===== src/rtl/dbus_wb_master.sv =====
// dbus_wb_master: data-side Wishbone B3 master; one single read/write per MEM-stage request,
// with stall handshake, flush abort and an optional bus watchdog.
`default_nettype none

module dbus_wb_master #(
    parameter int TIMEOUT = 255
) (
    input  logic        clk,
    input  logic        rst,
    input  logic [5:0]  stall,
    input  logic        flush,
    input  logic        cpu_ce_i,
    input  logic        cpu_we_i,
    input  logic [3:0]  cpu_sel_i,
    input  logic [31:0] cpu_addr_i,
    input  logic [31:0] cpu_data_i,
    output logic [31:0] cpu_data_o,
    output logic        stallreq,
    output logic        bus_err_o,
    output logic [31:0] wb_adr_o,
    output logic [31:0] wb_dat_o,
    output logic        wb_we_o,
    output logic [3:0]  wb_sel_o,
    output logic        wb_stb_o,
    output logic        wb_cyc_o,
    input  logic [31:0] wb_dat_i,
    input  logic        wb_ack_i
);

    // A zero TIMEOUT still needs a 1-bit counter so the declaration stays legal.
    localparam int TW = (TIMEOUT > 0) ? $clog2(TIMEOUT + 1) : 1;
    localparam logic [TW-1:0] TCNT_LAST = (TIMEOUT > 0) ? TW'(TIMEOUT - 1) : '0;
    localparam logic [TW-1:0] TCNT_MAX  = '1;

    typedef enum logic [1:0] {
        IDLE           = 2'd0,
        BUSY           = 2'd1,
        WAIT_FOR_STALL = 2'd2
    } state_t;

    state_t        state_q, state_d;
    logic [31:0]   adr_q, adr_d;
    logic [31:0]   dat_q, dat_d;
    logic          we_q, we_d;
    logic [3:0]    sel_q, sel_d;
    logic          stb_q, stb_d;
    logic          cyc_q, cyc_d;
    logic [31:0]   rd_buf_q, rd_buf_d;
    logic [TW-1:0] tcnt_q, tcnt_d;

    logic          stall_any;
    assign stall_any = |stall;

    always_ff @(posedge clk) begin
        if (rst) begin
            state_q  <= IDLE;
            adr_q    <= '0;
            dat_q    <= '0;
            we_q     <= 1'b0;
            sel_q    <= '0;
            stb_q    <= 1'b0;
            cyc_q    <= 1'b0;
            rd_buf_q <= '0;
            tcnt_q   <= '0;
        end else begin
            state_q  <= state_d;
            adr_q    <= adr_d;
            dat_q    <= dat_d;
            we_q     <= we_d;
            sel_q    <= sel_d;
            stb_q    <= stb_d;
            cyc_q    <= cyc_d;
            rd_buf_q <= rd_buf_d;
            tcnt_q   <= tcnt_d;
        end
    end

    always_comb begin
        state_d    = state_q;
        adr_d      = adr_q;
        dat_d      = dat_q;
        we_d       = we_q;
        sel_d      = sel_q;
        stb_d      = stb_q;
        cyc_d      = cyc_q;
        rd_buf_d   = rd_buf_q;
        tcnt_d     = tcnt_q;
        stallreq   = 1'b0;
        cpu_data_o = '0;
        bus_err_o  = 1'b0;

        case (state_q)
            IDLE: begin
                stallreq = cpu_ce_i & ~flush;
                if (cpu_ce_i && !flush) begin
                    adr_d    = cpu_addr_i;
                    dat_d    = cpu_data_i;
                    we_d     = cpu_we_i;
                    sel_d    = cpu_sel_i;
                    stb_d    = 1'b1;
                    cyc_d    = 1'b1;
                    rd_buf_d = '0;
                    tcnt_d   = '0;
                    state_d  = BUSY;
                end
            end
            BUSY: begin
                if (wb_ack_i) begin
                    // Ack takes priority over a same-cycle flush: the transfer already happened.
                    adr_d      = '0;
                    dat_d      = '0;
                    we_d       = 1'b0;
                    sel_d      = '0;
                    stb_d      = 1'b0;
                    cyc_d      = 1'b0;
                    if (!we_q) begin
                        rd_buf_d = wb_dat_i;
                    end
                    cpu_data_o = we_q ? 32'd0 : wb_dat_i;
                    state_d    = stall_any ? WAIT_FOR_STALL : IDLE;
                end else if (flush) begin
                    adr_d    = '0;
                    dat_d    = '0;
                    we_d     = 1'b0;
                    sel_d    = '0;
                    stb_d    = 1'b0;
                    cyc_d    = 1'b0;
                    rd_buf_d = '0;
                    stallreq = 1'b1;
                    state_d  = IDLE;
                end else if ((TIMEOUT != 0) && (tcnt_q == TCNT_LAST)) begin
                    adr_d     = '0;
                    dat_d     = '0;
                    we_d      = 1'b0;
                    sel_d     = '0;
                    stb_d     = 1'b0;
                    cyc_d     = 1'b0;
                    bus_err_o = 1'b1;
                    state_d   = stall_any ? WAIT_FOR_STALL : IDLE;
                end else begin
                    stallreq = 1'b1;
                    if (tcnt_q != TCNT_MAX) begin
                        tcnt_d = tcnt_q + 1'b1;
                    end
                end
            end
            WAIT_FOR_STALL: begin
                cpu_data_o = rd_buf_q;
                if (!stall_any) begin
                    state_d = IDLE;
                end
            end
            default: begin
                state_d = IDLE;
            end
        endcase

        // Combinational outputs are held quiet while reset is asserted.
        if (rst) begin
            stallreq   = 1'b0;
            cpu_data_o = '0;
            bus_err_o  = 1'b0;
        end
    end

    assign wb_adr_o = adr_q;
    assign wb_dat_o = dat_q;
    assign wb_we_o  = we_q;
    assign wb_sel_o = sel_q;
    assign wb_stb_o = stb_q;
    assign wb_cyc_o = cyc_q;

endmodule

`default_nettype wire

===== config.mk =====
export PLATFORM = sky130hd
export DESIGN_NAME = dbus_wb_master
export DESIGN_NICKNAME = d
export VERILOG_FILES = /design/src/rtl/dbus_wb_master.sv
export SDC_FILE = /design/constraint.sdc
export NUM_CORES = 1
export LEC_CHECK = 0
export CORE_MARGIN = 10
export CORE_UTILIZATION = 40
export CTS_CLUSTER_DIAMETER = 40
export DETAILED_ROUTE_END_ITERATION = 8
export GPL_ROUTABILITY_DRIVEN = 0
export PLACE_DENSITY_LB_ADDON = 0.15
export SYNTH_ARGS = -nofsm -noshare
export SYNTH_HDL_FRONTEND = slang
export SYNTH_SLANG_ARGS = --single-unit

===== constraint.sdc =====
create_clock -name clk -period 4.5 [get_ports clk]
set_input_delay 0.9 -clock clk [delete_from_list [all_inputs] [get_ports clk]]
set_output_delay 0.9 -clock clk [all_outputs]
set_load 0.1 [all_outputs]

Word level (Yosys, flattened, before mapping):

Cells that the tools add are included.

* reduce and logical (&&, ||, !) cells: 9
* bitwise operators: 2
* multiplexer cells: 51
* equal/unequal tests: 13
* add/subtract/negate cells: 1

Operators by type and width (number)
* $mux W32: 12
* $pmux W32 S2: 4
* $mux W8: 5
* $mux W4: 4
* $pmux W8 S2: 1
* $mux W1: 14
* $mux W2: 6
* $ne A2 B2 Y1 const B: 6
* $add A8 B1 Y8 const B: 1
* $eq A8 B8 Y1 const B: 1
* $ne A8 B8 Y1 const B: 1
* $pmux W4 S2: 1
* $ne A3 B3 Y1 const B: 2
* $pmux W1 S2: 3
* $pmux W2 S3: 1
* $reduce_and A3 Y1: 2
* $reduce_and A6 Y1: 1
* $reduce_or A6 Y1: 1
* $ne A4 B4 Y1 const B: 1
* $reduce_and A4 Y1: 1
* $eq A2 B1 Y1 const B: 1
* $eq A2 B2 Y1 const B: 1
* $logic_not A2 Y1: 1
* $reduce_bool A2 Y1: 1
* other kinds (4): 4

* logic and storage cells: 84
* output and inout port bits: 105
* input port bits: 112
* register bits: 112

Depth between registers and ports, before layout:

* word-level depth: 6
* mapped depth: 10

Worst setup path before layout:

OpenSTA, ideal clock, no wires.

* kind: input to output
* from: in wb_ack_i
* to: out bus_err_o
* data arrival time: 3.408 ns
* slack: 0.192 ns
* required time: 3.600 ns
* buffers on the path: 0
* stages: 2
* cell sequence: or3b_2 nor3_1

* cells in the longest elaborated chain, start to end: 3

Ends and longest elaborated chain
* start: declaration: line 27 `input logic wb_ack_i`
* $mux W1: line 108 `if (wb_ack_i) begin`
* $mux W1: line 92 `case (state_q)`
* $mux W1: line 159 `if (rst) begin`
* end: declaration: line 19 `output logic bus_err_o,`

No other way between the ends.

Worst setup path in the final report:

* from: in wb_ack_i
* to: out cpu_data_o[28]

* cells in the longest elaborated chain, start to end: 3

Ends and longest elaborated chain
* $mux W32: line 108
* $pmux W32 S2: line 92
* $mux W32: line 159
* end: declaration: line 17 `output logic [31:0] cpu_data_o,`

No other way between the ends.

==> metrics.txt <==
status finished clean; wire per inst 17.8 um; count leader, synth dfxtp_1; register area share after synthesis a little under half; CTS tree yes; crit-path max cell delay 0.54 ns; CP Launch Point wb_ack_i; first-pass GRT wire length 26400 um; die width 129 um; site row count 39; I/O Buffers 216; CTS sink cnt 112; top cells by count, synth dfxtp_1, a21oi_1, nand2_1; synth warn 0; crit path launch type primary input; CTS Buf Count 9; Yosys reg bits 112; crit path time final roughly 3.9 ns; area occupied by multi-input gates approximately 2300 um^2; wirelength, routed 16900 um; Tot GR Track Use between 10% and 20%; die area 16800 um^2; pin count of the biggest net entering global routing 92; Worst path slowest cell clkdlybuf4s50_1; Sequential cell area 2240 um^2; PD cells about 460 nW/um^2; grt met1 use between 20% and 30%; Clock Tree Buf Depth 2; post-CTS setup buffer count 0; post-synthesis cell type count 39; Crit. End Element output port; leading area contributor after synthesis dfxtp_1; worst path cell trace clkdlybuf4s50_1 -> and2_4 -> nor2b_2 -> buf_4 -> a22oi_1 -> nor2_1 -> buf_12; RSZ-0062 raised after global routing false; clock-pin slew on the worst setup and hold paths 0.07 ns; maximum vdd ir drop 0.000250 V; GRT busiest layer met2; Lkg Pwr about 2.5 nW; number of global-route vias before repair 5053; fin. max-slew vios 0; switching pwr 1.58 mW; Hold WC Path Type flip-flop to flip-flop; slew margin rel. 17.1%; Die H 129 um; Post-synth ARST share 0%; HPWL after DPL about 12000 um; Worst Path Max Fanout 35; post-route DRC violation count 0; post-synth top area share 46.8%; cts repair resizes 0; DR iter-0 viols 504; number of hold buffers added after CTS 0; Comb power frac approximately 45%; clock group share of total power 21.8%; Fillers 967; Data arrival, critical path between 2 and 3 ns; Initial Utilization 41.5%; via/cell ratio ~5.4; clk_lat worst skew 0.35 ns; Post-synth EDFFs 0; layout cell share with drive strength beyond 1 8.08%; hold wc startpoint rd_buf_q[2]; initial antenna violation count 0; detailed-router iteration count before antenna repair 5; post-route clock period utilization a little under nine tenths; Synth area leaders dfxtp_1, a21oi_1, nand2_1, o21ai_0, a22oi_1; WP data required 3.60 ns; final hold vios 0; Synth Instances 624; vias post-DR 5147; sequential share of power 32.8%; max cap viols 0; H-tree Lvls 3; Syn Area/Cell 7.69 um^2; GR Util met3 under 10%; io pins 217; fin util 65.0%; Clock Skews 0.00826 ns; grt ovf 0; Worst Tran Pin Value 1.24 ns; layout net count 916; Post-Syn Nets 741; Switching Fraction 45.9%; core area ~12000 um^2; Top FF cell, synth dfxtp_1; Root Buffer clkbuf_16; critical setup path kind primary input to output port; met2 usage 30.6%; P&R area growth vs syn 56.6%; Power Internal 1.87 mW; total negative setup slack 0 ns; Worst R2R Start state_q[1]; mapped cell area between 4000 and 5000 um^2; maximum clock frequency 258 MHz; ANT nets after route 0; # setup viols final 0
-- layer usage --
metal	vias up	part of all wire [%]
met4	0	1.2
met5	-	0
met2	186	47
met1	2424	40
met3	12	11
li1	2525	-
-- logic make-up after synthesis --
family / count (synthesis) / share of synthesized area (%)
buffers and inverters: 67 / 5.69
AOI/OAI and AO/OA: 228 / 26.5
muxes: 4 / 0.835
and+or+nand+nor: 208 / 18.9
DFF: 112 / 46.8
adders and majority gates: 5 / 1.30
-- path summary, 6_finish.rpt --
path / end / slack (ns) / cells after the start
hold reg to reg: rd_buf_q[2] / 0.45 / 2
hold / removal: rd_buf_q[2] / 0.45 / 2
setup / recovery: cpu_data_o[28] / 0.63 / 7
setup reg to reg: rd_buf_q[21] / 2.12 / 6
-- cells in the final DEF, fill, tap and decap left out, drive strengths merged, types with 5 or more instances in the layout --
cell type      Yosys  final
clkdlybuf4s50      0    181
dfxtp            112    112
nand2            106    106
a21oi            106    106
o21ai             76     76
buf                9     43
nand3             38     38
nor2              37     37
a22oi             32     32
clkbuf            51     10
inv                7      8
or3                6      6
ha                 5      5
nor2b              5      5
-- worst max-delay path, delay by kind of cell --
kind | cells | cell delay, ns
AND/OR/NAND/NOR | 3 | 0.85
AO/OA/AOI/OAI | 1 | 0.12
buffers and inverters | 3 | 1.08
-- power by group through the flow --
stage                     Clock, mW  Combinational, mW  Sequential, mW
after floorplan                   0              0.588            1.69
after global placement            0               1.55            1.15
after detailed placement          0               1.57            1.16
after CTS                     0.764               1.57            1.13
after global routing          0.799               1.66            1.14
final                         0.751               1.57            1.13
-- metrics by stage --
stage                     cell area, um^2  power (mW)  cells  setup WS (ns)  hold slack (ns)
after floorplan                      4800        2.28    624          0.192            0.432
after detailed placement             7230        2.72    931          0.623            0.444
after global routing                 7510        3.61    947          0.429            0.475
after CTS                            7510        3.47    947          0.610            0.455
after global placement               7230        2.70    931          0.662            0.440
final                                7510        3.45    949          0.627            0.453
-- registers in the layout, summed over array words and instances, names as in the netlist --
register  count
rd_buf_q     32
state_q       2
tcnt_q        8
wb_adr_o     32
wb_cyc_o      1
wb_dat_o     32
wb_sel_o      4
wb_we_o       1
-- layout make-up --
| type | instances | share of cell area [%] |
|---|---|---|
| inverters | 7 | 0.350 |
| well taps | 143 | 2.38 |
| repair buffers | 224 | 32.6 |
| flip-flops and latches | 112 | 29.8 |
| diodes | 2 | 0.0666 |
| multi-input cells | 445 | 31.1 |
| clock inverters | 6 | 0.583 |
| clock buffers | 10 | 3.05 |
Power figures use the tool's default switching activity.
